$ cat src/rtl/ctrl_pipe_if.sv
// Handshake and decoded-control bundle for ctrl_pipe.
// The illegal flag exists only when CTRL_ILLEGAL_TRAP_EN is defined.
interface ctrl_pipe_if #(
  parameter int unsigned IW   = 9,
  parameter int unsigned OPW  = 3,
  parameter int unsigned RW   = 2,
  parameter int unsigned JW   = 6,
  parameter int unsigned CNTW = 16
);
  logic            inst_valid;
  logic            inst_ready;
  logic [IW-1:0]   mach_code;
  logic            dec_ready;
  logic            dec_valid;
  logic [OPW-1:0]  Aluop;
  logic [RW-1:0]   Ra;
  logic [RW-1:0]   Rb;
  logic [RW-1:0]   Wd;
  logic [JW-1:0]   Jptr;
  logic            WenR;
  logic            WenD;
  logic            Ldr;
  logic            Str;
  logic            Done;
  logic            Busy;
  logic [CNTW-1:0] inst_count;
`ifdef CTRL_ILLEGAL_TRAP_EN
  logic            illegal;
`endif

  modport master (
    output inst_valid, mach_code, dec_ready,
    input  inst_ready, dec_valid, Aluop, Ra, Rb, Wd, Jptr, WenR, WenD, Ldr, Str, Done, Busy,
           inst_count
`ifdef CTRL_ILLEGAL_TRAP_EN
    , input illegal
`endif
  );

  modport slave (
    input  inst_valid, mach_code, dec_ready,
    output inst_ready, dec_valid, Aluop, Ra, Rb, Wd, Jptr, WenR, WenD, Ldr, Str, Done, Busy,
           inst_count
`ifdef CTRL_ILLEGAL_TRAP_EN
    , output illegal
`endif
  );
endinterface

$ cat src/rtl/ctrl_pipe.sv
// Registered instruction decoder: one-slot decode pipe, load-latency stall, sticky halt, retire count.
// Define CTRL_ILLEGAL_TRAP_EN to halt and flag on top-bits 3'b111 non-done words.
module ctrl_pipe #(
  parameter int unsigned   IW        = 9,
  parameter int unsigned   OPW       = 3,
  parameter int unsigned   RW        = 2,
  parameter int unsigned   JW        = 6,
  parameter int unsigned   LD_LAT    = 2,
  parameter int unsigned   CNTW      = 16,
  parameter logic [IW-1:0] DONE_CODE = 9'b011111111
) (
  input logic        Clk,
  input logic        Reset,
  ctrl_pipe_if.slave bus
);
  typedef enum logic [1:0] {StRun, StLoadWait, StHalt} state_e;

  state_e          state_q, state_d;
  logic [3:0]      lat_q, lat_d;

  logic [IW-1:0]   code;
  logic            accept;
  logic            is_str, is_done, is_halt, is_ld, is_wenr;

  logic            dec_valid_q;
  logic [OPW-1:0]  aluop_q;
  logic [RW-1:0]   ra_q, rb_q;
  logic [JW-1:0]   jptr_q;
  logic            wenr_q, wend_q, ldr_q, str_q;
  logic [CNTW-1:0] cnt_q;

  assign code    = bus.mach_code;
  assign accept  = bus.inst_valid && bus.inst_ready;
  assign is_str  = (code[IW-1 -: 3] == 3'b110);
  assign is_done = (code == DONE_CODE);

`ifdef CTRL_ILLEGAL_TRAP_EN
  logic is_ill, illegal_q;
  assign is_ill  = (code[IW-1 -: 3] == 3'b111) && !is_done;
  assign is_halt = is_done || is_ill;

  always_ff @(posedge Clk or posedge Reset) begin
    if (Reset) begin
      illegal_q <= 1'b0;
    end else if (accept && is_ill) begin
      illegal_q <= 1'b1;
    end
  end

  assign bus.illegal = illegal_q;
`else
  assign is_halt = is_done;
`endif

  // Halting words never strobe, even if their opcode bits look like a load/write.
  assign is_ld   = code[IW-2] && !is_str && !is_halt;
  assign is_wenr = code[IW-3] && !is_str && !is_halt;

  always_ff @(posedge Clk or posedge Reset) begin
    if (Reset) begin
      state_q <= StRun;
      lat_q   <= 4'd0;
    end else begin
      state_q <= state_d;
      lat_q   <= lat_d;
    end
  end

  always_comb begin
    state_d = state_q;
    lat_d   = lat_q;
    unique case (state_q)
      StRun: begin
        if (accept) begin
          if (is_halt) begin
            state_d = StHalt;
          end else if (is_ld) begin
            state_d = StLoadWait;
            lat_d   = 4'(LD_LAT);
          end
        end
      end
      // Leaving on 1 keeps inst_ready low for exactly LD_LAT cycles.
      StLoadWait: begin
        if (lat_q == 4'd1) begin
          state_d = StRun;
        end else begin
          lat_d = lat_q - 4'd1;
        end
      end
      StHalt:  state_d = StHalt;
      default: state_d = StRun;
    endcase
  end

  always_comb begin
    bus.inst_ready = (state_q == StRun) && (!dec_valid_q || bus.dec_ready);
    bus.Busy       = (state_q == StLoadWait);
    bus.Done       = (state_q == StHalt);
  end

  always_ff @(posedge Clk or posedge Reset) begin
    if (Reset) begin
      dec_valid_q <= 1'b0;
      aluop_q     <= '0;
      ra_q        <= '0;
      rb_q        <= '0;
      jptr_q      <= '0;
      wenr_q      <= 1'b0;
      wend_q      <= 1'b0;
      ldr_q       <= 1'b0;
      str_q       <= 1'b0;
      cnt_q       <= '0;
    end else begin
      if (accept) begin
        dec_valid_q <= 1'b1;
        aluop_q     <= code[IW-2 -: OPW];
        ra_q        <= code[IW-2-OPW -: RW];
        rb_q        <= code[IW-2-OPW-RW -: RW];
        jptr_q      <= code[JW-1:0];
        wenr_q      <= is_wenr;
        wend_q      <= is_str;
        ldr_q       <= is_ld;
        str_q       <= is_str;
      end else if (dec_valid_q && bus.dec_ready) begin
        // Bubble: strobes drop, fields keep their last values.
        dec_valid_q <= 1'b0;
        wenr_q      <= 1'b0;
        wend_q      <= 1'b0;
        ldr_q       <= 1'b0;
        str_q       <= 1'b0;
      end
      if (accept && (cnt_q != '1)) begin
        cnt_q <= cnt_q + CNTW'(1);
      end
    end
  end

  assign bus.dec_valid  = dec_valid_q;
  assign bus.Aluop      = aluop_q;
  assign bus.Ra         = ra_q;
  assign bus.Rb         = rb_q;
  assign bus.Wd         = ra_q;
  assign bus.Jptr       = jptr_q;
  assign bus.WenR       = wenr_q;
  assign bus.WenD       = wend_q;
  assign bus.Ldr        = ldr_q;
  assign bus.Str        = str_q;
  assign bus.inst_count = cnt_q;
endmodule

$ cat src/flat_wrapper.sv
// flat-port wrapper written by rule: the top's interface ports become plain ports
module ctrl_pipe_flat 
#(
  parameter int unsigned   IW        = 9,
  parameter int unsigned   OPW       = 3,
  parameter int unsigned   RW        = 2,
  parameter int unsigned   JW        = 6,
  parameter int unsigned   LD_LAT    = 2,
  parameter int unsigned   CNTW      = 16,
  parameter logic [IW-1:0] DONE_CODE = 9'b011111111
)
  (Clk, Reset, bus_inst_valid, bus_mach_code, bus_dec_ready, bus_inst_ready, bus_dec_valid, bus_Aluop, bus_Ra, bus_Rb, bus_Wd, bus_Jptr, bus_WenR, bus_WenD, bus_Ldr, bus_Str, bus_Done, bus_Busy, bus_inst_count);
  ctrl_pipe_if #(.IW(IW), .OPW(OPW), .RW(RW), .JW(JW), .CNTW(CNTW)) bus_i ();
  input logic Clk;
  input logic Reset;
  input wire logic [$bits(bus_i.inst_valid)-1:0] bus_inst_valid;
  input wire logic [$bits(bus_i.mach_code)-1:0] bus_mach_code;
  input wire logic [$bits(bus_i.dec_ready)-1:0] bus_dec_ready;
  output wire logic [$bits(bus_i.inst_ready)-1:0] bus_inst_ready;
  output wire logic [$bits(bus_i.dec_valid)-1:0] bus_dec_valid;
  output wire logic [$bits(bus_i.Aluop)-1:0] bus_Aluop;
  output wire logic [$bits(bus_i.Ra)-1:0] bus_Ra;
  output wire logic [$bits(bus_i.Rb)-1:0] bus_Rb;
  output wire logic [$bits(bus_i.Wd)-1:0] bus_Wd;
  output wire logic [$bits(bus_i.Jptr)-1:0] bus_Jptr;
  output wire logic [$bits(bus_i.WenR)-1:0] bus_WenR;
  output wire logic [$bits(bus_i.WenD)-1:0] bus_WenD;
  output wire logic [$bits(bus_i.Ldr)-1:0] bus_Ldr;
  output wire logic [$bits(bus_i.Str)-1:0] bus_Str;
  output wire logic [$bits(bus_i.Done)-1:0] bus_Done;
  output wire logic [$bits(bus_i.Busy)-1:0] bus_Busy;
  output wire logic [$bits(bus_i.inst_count)-1:0] bus_inst_count;
  assign bus_i.inst_valid = bus_inst_valid;
  assign bus_i.mach_code = bus_mach_code;
  assign bus_i.dec_ready = bus_dec_ready;
  assign bus_inst_ready = bus_i.inst_ready;
  assign bus_dec_valid = bus_i.dec_valid;
  assign bus_Aluop = bus_i.Aluop;
  assign bus_Ra = bus_i.Ra;
  assign bus_Rb = bus_i.Rb;
  assign bus_Wd = bus_i.Wd;
  assign bus_Jptr = bus_i.Jptr;
  assign bus_WenR = bus_i.WenR;
  assign bus_WenD = bus_i.WenD;
  assign bus_Ldr = bus_i.Ldr;
  assign bus_Str = bus_i.Str;
  assign bus_Done = bus_i.Done;
  assign bus_Busy = bus_i.Busy;
  assign bus_inst_count = bus_i.inst_count;
  ctrl_pipe #(.IW(IW), .OPW(OPW), .RW(RW), .JW(JW), .LD_LAT(LD_LAT), .CNTW(CNTW), .DONE_CODE(DONE_CODE)) u_core (.Clk(Clk), .Reset(Reset), .bus(bus_i));
endmodule
$ cat config.mk
export PLATFORM = sky130hd
export DESIGN_NAME = ctrl_pipe_flat
export DESIGN_NICKNAME = d
export VERILOG_FILES = /design/src/rtl/ctrl_pipe_if.sv /design/src/rtl/ctrl_pipe.sv /design/src/flat_wrapper.sv
export SDC_FILE = /design/constraint.sdc
export NUM_CORES = 1
export LEC_CHECK = 0
export ABC_AREA = 1
export CAP_MARGIN = 10
export CORE_MARGIN = 3
export CORE_UTILIZATION = 44
export DETAILED_ROUTE_END_ITERATION = 6
export PLACE_DENSITY = 0.79
export SLEW_MARGIN = 20
export SYNTH_ARGS = -nofsm -noshare
export SYNTH_HDL_FRONTEND = slang
export SYNTH_SLANG_ARGS = --single-unit
$ cat constraint.sdc
create_clock -name Clk -period 1.5 [get_ports Clk]
set_clock_uncertainty 0.15 [all_clocks]
set_input_delay 0.3 -clock Clk [delete_from_list [all_inputs] [get_ports Clk]]
set_output_delay 0.3 -clock Clk [all_outputs]
set_load 0.005 [all_outputs]
Word-level counts from Yosys, hierarchy flattened
Cells that the tools add are included.

word-level totals
  register bits = 39
  latch bits = 0
  RAM bits = 0
  ROM bits = 0
  input bits = 13
  output and inout bits = 39
  logic and storage cells = 57
  memories kept = 0

operators by class
  add/sub/neg operators = 2
  multipliers = 0
  divide/modulo/power cells = 0
  magnitude comparators = 0
  equality and inequality tests = 12
  shift-type cells = 0
  mux-type cells = 15
  bitwise gates (word level) = 0
  reductions and logical operators = 17

operator list
  kind                   count
  $add 16x1->16 const B  1
  $mux 4                 4
  $ne 16x16->1 const B   1
  $eq 9x8->1 const B     1
  $logic_and 1x1->1      8
  $mux 2                 4
  $pmux 4 s2             1
  $ne 2x1->1 const B     3
  $pmux 2 s3             1
  $mux 1                 5
  $reduce_and 5->1       1
  $eq 4x1->1 const B     1
  $ne 2x2->1 const B     2
  $reduce_bool 2->1      2
  $sub 4x1->4 const B    1
  $eq 3x3->1 const B     1
  $logic_not 1->1        3
  $ne 3x1->1 const B     1
  $reduce_and 3->1       1
  $eq 2x1->1 const B     1
  $eq 2x2->1 const B     1
  $logic_not 2->1        1
  $logic_or 1x1->1       1

Longest topological paths before layout
  depth after elaboration = 8
  depth in mapped cells = 9
  depth with buffers taken out = 9

Worst setup path after synthesis
OpenSTA, ideal clock, no wires.

  path kind = reg-to-reg
  start = register u_core.cnt_q[0], in the netlist u_core.bus.inst_count[0]
  end = register u_core.cnt_q[9], in the netlist u_core.bus.inst_count[9]
  setup time = 0.117 ns
  data arrival time = 1.354 ns
  data required time = 1.233 ns
  setup slack = -0.121 ns
  cell stages (with the launch flop) = 10
  buffers on the path = 1
  path through = dfrtp_1 > ha_1 > nand3_2 > inv_2 > nand2_4 > nor2_4 > nor2_4 > buf_6 > nand2_2 > o21ai_2

on the way
  word-level cells in the longest chain between the ends = 2
  elaborated cells between the ends (all ways) = 3
  classes of those cells = add/sub (1); eq/ne (1); reduce/logical (1)

RTL lines
  item                                                   RTL line          source
  from (decl)                                            ctrl_pipe.sv:30   logic [CNTW-1:0] cnt_q;
  from (signal assigned)                                 ctrl_pipe.sv:134  cnt_q <= cnt_q + CNTW'(1);
  branches (longest 2 deep; another with $add 16x1->16)  --

Parallel ways; which one is timed is not known.
A chain may end at the register's enable or synchronous reset.

Worst setup path after layout
  start = input bus_dec_ready
  end = register u_core.cnt_q[4], in the netlist u_core.bus.inst_count[4]

on the way
  word-level cells in the longest chain between the ends = 4

RTL lines
  item               RTL line            source
  from (decl)        flat_wrapper.sv:18  input wire logic [$bits(bus_i.dec_ready)-1:0] bus_dec_ready;
  $logic_or 1x1->1   ctrl_pipe.sv:97     bus.inst_ready = (state_q == StRun) && (!dec_valid_q || bus.dec_ready);
  $logic_and 1x1->1  ctrl_pipe.sv:97
  $logic_and 1x1->1  ctrl_pipe.sv:33     assign accept = bus.inst_valid && bus.inst_ready;
  $logic_and 1x1->1  ctrl_pipe.sv:133    if (accept && (cnt_q != '1)) begin

Every way passes these cells.

==> impl_metrics.tcl <==
set metrics [dict create \
    synth.distinct_cells 28 \
    ys_ff_latch 34 \
    crit_chain "clkdlybuf4s50_1, inv_1, nand2_2, nand2_2, buf_6, nor2_4, inv_2, nor2_4, buf_12, nand2_2, o21ai_2" \
    synth_most_common_cell "nand2_1" \
    drt-total-wl_um 5570 \
    dr.pass1.iters 4 \
    met2_usage_pct 38.1 \
    multi_input_area_um2 1100 \
    critPathMaxStageDelay_ns 0.48 \
    power.density_nw_per_um2 1520 \
    grt_max_degree 35 \
    h-tree-depth 2 \
    dp_slack_ns -0.475 \
    cp-startpoint "bus_dec_ready" \
    cp-start-kind "input port" \
    drt-initial-drc-count 133 \
    clock_tree.root_cell "clkbuf_8" \
    timing.final.ws_setup_ns -0.151 \
    synth_xor_area_share_pct 1.72 \
    grt.busiest_layer "met2" \
    crit_type "input port to flop" \
    synthTopCellsByCount "91 x nand2_1, 34 x dfrtp_1, 26 x inv_1" \
    rsz0062_at_grt "yes" \
    antenna_cells 0 \
    synth_edf_count 0 \
    insertion_delay_ns 0.30 \
    hold_violations 0 \
    netlist_area_um2 2040 \
    syn_to_final_growth_pct 55.9 \
    grt_pass1_wl_um 8980 \
    critPathMostFrequentCell "nand2_2" \
    pin_count 52 \
    antenna_found_initial 0 \
    syn_area_per_cell_um2 7.65 \
    dp_hpwl_um 3500 \
    fin_crit_ns 1.65 \
    yosys.area_share.adder_pct 1.84 \
    drive_gt1_share_pct 38.1 \
    fin_util_pct 72.1 \
    start_util_pct 46.3 \
    grt_util_met1_pct 24.5 \
    synth_compound_area_share_pct 7.60 \
    finalSetupViolCount 34 \
    coreArea_um2 4410 \
    drc_errors 0 \
    cts_buffers 5 \
    die_w_um 74.1 \
    fill_cells 349 \
    synthArstFlopShare_pct 100 \
    worst_pin_slew_ns 0.357 \
    vdd_ir_drop_max_mv 0.982 \
    synth_top_flop_cell "dfrtp_1" \
    r2r_start "u_core.state_q[1]" \
    cp_max_fo 20 \
    seqCellArea_um2 855 \
    slew_violations 0 \
    crit_path_end_kind "flop" \
    io_buffer_count 51 \
    grt_usage_pct 21.5 \
    tritoncts "yes" \
    yosysWarnings 0 \
    max_slew_margin_pct 76.2 \
    synth_top_cell_area_share_pct 41.7 \
    hold_class "input port to async pin" \
    drtAntennaViolNets 0 \
    synthTopCellsByArea "dfrtp_1 42%, nand2_1 17%, nand2_2 5.5%, inv_1 4.8%, nand3_1 4.4%" \
    die_y_um 74.1 \
    clkTransAtPathRegs_ns 0.08 \
    finalCritPeriodShare_pct 110 \
    synth_top_area_cell "dfrtp_1" \
    cts.sinks 34 \
    wl_per_cell_um 13.0 \
    viasPerCell 4.90 \
    run_status "complete, but fails checks" \
    cp.required_ns 1.57 \
    synth-simple-area-share_pct 37.2 \
    syn-num-nets 283 \
    muxShareOfSynthArea_pct 0 \
    fmax_mhz 606 \
    grtUsageMet3_pct 6.49 \
    syn_inst 267 \
    die_area_um2 5490 \
    synth-seq-area-share_pct 41.7 \
    synth_top_family_by_area "simple AND/OR/NAND/NOR gates" \
    critPathArrivalTime_ns 1.72 \
    failed_checks "negative setup slack" \
    grt_pass1_vias 2028 \
    num_vias 2093 \
    maxCapViolations 0 \
    nets 390 \
    rows 24 \
    slowest_stage "clkdlybuf4s50_1" \
    total_power_w 0.00484 \
    leakagePower_nw 1.64 \
    place_congestion 0.895 \
    grt_remaining_overflow 0 \
    reg2regPathDepth 10 \
    clock_path_buffers 2 \
]
cell usage in the layout, fill, tap and decap left out, types with 6 or more instances in the layout:
cell	synthesis	routed
clkdlybuf4s50_1	0	12
inv_1	26	24
dlygate4sd2_1	0	27
o21ai_1	2	6
nand2_2	18	29
nand2_1	91	78
nor2_1	21	20
buf_4	8	51
nand3_2	1	7
nand3_1	18	12
o21ai_2	8	11
dfrtp_1	34	31
clkbuf_8	0	6
buf_6	3	10
cell families (layout without fill, tap and decap cells):
group,count (synthesis),count (layout)
AOI/OAI and AO/OA,22,23
xor gates and xnor gates,4,4
adders and majority gates,3,3
buffers and inverters,40,147
DFF,34,34
and+or+nand+nor,164,164
final timing paths:
check                                            to  slack [ns]
max                        u_core.bus.inst_count[4]       -0.15
min                        u_core.bus.inst_count[2]        0.19
max reg2reg                u_core.bus.inst_count[4]       -0.15
min reg2reg                      u_core.bus.Jptr[0]        0.33
max in group asynchronous        u_core.bus.Jptr[4]        0.81
min in group Clk                 u_core.bus.Jptr[0]        0.33
sequential cells by signal (all words and copies together), names as in the netlist:
| name | flops |
|---|---|
| u_core.bus.WenD | 1 |
| u_core.bus.dec_valid | 1 |
| u_core.bus.Jptr | 5 |
| u_core.bus.WenR | 1 |
| u_core.bus.inst_count | 16 |
| u_core.bus.Aluop | 3 |
| u_core.state_q | 2 |
| u_core.lat_q | 4 |
| u_core.bus.Ldr | 1 |
power breakdown:
| group | switching [W] | total [W] | internal (W) |
|---|---|---|---|
| clock | 0.000353 | 0.000722 | 0.000369 |
| combinational | 0.00129 | 0.00270 | 0.00140 |
| sequential | 0.000192 | 0.00142 | 0.00123 |
metal layers:
metal,vias to the layer above,wire [um]
li1,1043,-
met1,993,2280
met2,48,2930
met3,9,268
met4,0,85
met5,-,0
through the flow:
step	instances	hold WS [ns]	setup TNS [ns]	cell area, um2
floorplan	267	0.267	0	2060
global placement	388	0.307	-12.15	2780
detailed placement	388	0.312	-14.30	2780
CTS	423	0.203	-3.08	3130
global route	427	0.222	-6.27	3180
finish	427	0.193	-3.22	3180
final cells by class:
cell class / instances / area share [%]
clock buffer: 6 / 2.59
tap: 52 / 2.04
timing repair buffer: 111 / 30.2
inverter: 28 / 3.30
sequential: 34 / 26.8
clock inverter: 2 / 0.393
multi-input combinational: 194 / 34.6
worst max-delay path: cells and delay by family:
kind,cells,cell delay (ns)
buf+inv,5,0.93
simple gates,5,0.45
compound gates,1,0.05
repair_timing:
action,CTS,global route
cloned,1,0
buffers inserted,26,7
pin swaps,14,6
resized for setup,87,20
endpoints found under the setup margin,72,40
hold buffers,0,0
No activity file was read; power rests on OpenSTA's default activity.
==> RTL edit (same settings) <==
`OPW` is set to 3 in 3 places; all go to 2.
--- a/src/rtl/ctrl_pipe_if.sv
+++ b/src/rtl/ctrl_pipe_if.sv
@@ -4,3 +4,3 @@
   parameter int unsigned IW   = 9,
-  parameter int unsigned OPW  = 3,
+  parameter int unsigned OPW  = 2,
   parameter int unsigned RW   = 2,
--- a/src/rtl/ctrl_pipe.sv
+++ b/src/rtl/ctrl_pipe.sv
@@ -4,3 +4,3 @@
   parameter int unsigned   IW        = 9,
-  parameter int unsigned   OPW       = 3,
+  parameter int unsigned   OPW       = 2,
   parameter int unsigned   RW        = 2,
--- a/src/flat_wrapper.sv
+++ b/src/flat_wrapper.sv
@@ -4,3 +4,3 @@
   parameter int unsigned   IW        = 9,
-  parameter int unsigned   OPW       = 3,
+  parameter int unsigned   OPW       = 2,
   parameter int unsigned   RW        = 2,
Ports: changed (resized bus_Aluop); port bits go from 52 to 51. No check against the original RTL was run, so the function may have changed too.
==> RTL edit against the unedited design <==
The flow still finishes with violations (negative setup slack); sequential share of layout area down 1.7 points; synthesized cell count down 2.2%; die area down 2.9%; highest routed layer unchanged; routed wire length up 29%; setup slack worse by 100 ps; power up 5.7%; non-clock buffer count up 18; critical path depth down 1; sequential cell count unchanged; combinational power up 10%; area after synthesis down 3.1%; final cell count up 2.3%; final area up 6.2%.
==> RTL edit: results (changes against the unedited design) <==
crit-path max FO -> 6 (-70%)
Total GRT Usage -> 0.257 (+0.0418)
failing checks -> negative setup slack
PortBufs -> 50 (-2.0%)
post-CTS setup buffers -> 36 (+38%)
Setup WS post-layout -> -254 ps (-103 ps)
vias in the first global route -> 2280 (+12%)
worst slew pin tran -> 356 ps (-1.34 ps)
FF-to-FF End -> u_core.bus.inst_count[13]$_DFFE_PP0P_
routed length per instance -> 16.5 um (+26%)
dpl cells -> 389 (+0.26%)
cts repair resizes -> 116 (+33%)
DP Area -> 2750 um^2 (-1.1%)
outcome -> complete, but fails checks
setup slack at placement -> -464 ps (+10.3 ps)
Clock Power Share -> 0.142 (-0.007)
post-route setup TNS -> -4440 ps (-1210 ps)
Post-synth top cells -> 102 x nand2_1, 34 x dfrtp_1, 23 x inv_1, 21 x nor2_1, 18 x nand3_1
reg2reg start -> u_core.bus.inst_count[8]$_DFFE_PP0P_
DP HPWL -> 3600 um (+2.8%)
final setup vio count -> 38 (+12%)
Slowest-stage cell, CP -> dfrtp_1
Netlist cell types -> 29 (+3.6%)
Post-Synth XOR/XNOR Area -> 0.0221 (+0.00498)
share of layout cells above drive strength 1 -> 0.390 (+0.00885)
==> RTL edit: cell count changes in the layout (fill, tap and decap cells not counted), sizes merged, moves of 2 or more <==
| cell | change |
|---|---|
| o21ai | -4 |
| nand2 | -2 |
| inv | -4 |
| dlygate4sd2 | -15 |
| clkbuf | +7 |
| nand3b | +2 |
| buf | +18 |
| clkdlybuf4s15 | +9 |
==> RTL edit: final cells by class <==
cell class | instances | area, um^2 | share of cell area
Timing Repair Buffer | 129 | 1180 | 0.349
Multi-Input combinational cell | 192 | 1100 | 0.326
Sequential cell | 34 | 851 | 0.252
Inverter | 24 | 95.1 | 0.0281
Clock buffer | 7 | 86.3 | 0.0255
Tap cell | 50 | 62.6 | 0.0185
Clock inverter | 1 | 5.00 | 0.00148
==> RTL edit: how the worst max path moves through the flow <==
stage	start	endpoint	slack (ps)
floorplan	u_core.bus.inst_count[0]$_DFFE_PP0P_	u_core.bus.inst_count[12]$_DFFE_PP0P_	-90
global placement	bus_dec_ready	bus_inst_ready	-460
detailed placement	bus_dec_ready	bus_inst_ready	-460
CTS	u_core.state_q[0]$_DFFE_PP0P_	u_core.bus.inst_count[8]$_DFFE_PP0P_	-130
global route	u_core.bus.inst_count[11]$_DFFE_PP0P_	u_core.bus.inst_count[13]$_DFFE_PP0P_	-340
finish	u_core.bus.inst_count[8]$_DFFE_PP0P_	u_core.bus.inst_count[13]$_DFFE_PP0P_	-250
==> RTL edit: per-layer routing <==
layer	global-route usage	part of all wire	vias to the layer above
li1	-	-	1068
met1	0.296	0.37	1120
met2	0.457	0.51	132
met3	0.0482	0.074	40
met4	0.115	0.041	0
met5	0	0	-
==> RTL edit: worst max-delay path, delay by kind of cell, from the launching register on <==
kind	cells	cell delay, ps
buf+inv	3	450
simple gates	7	690
flops	1	350
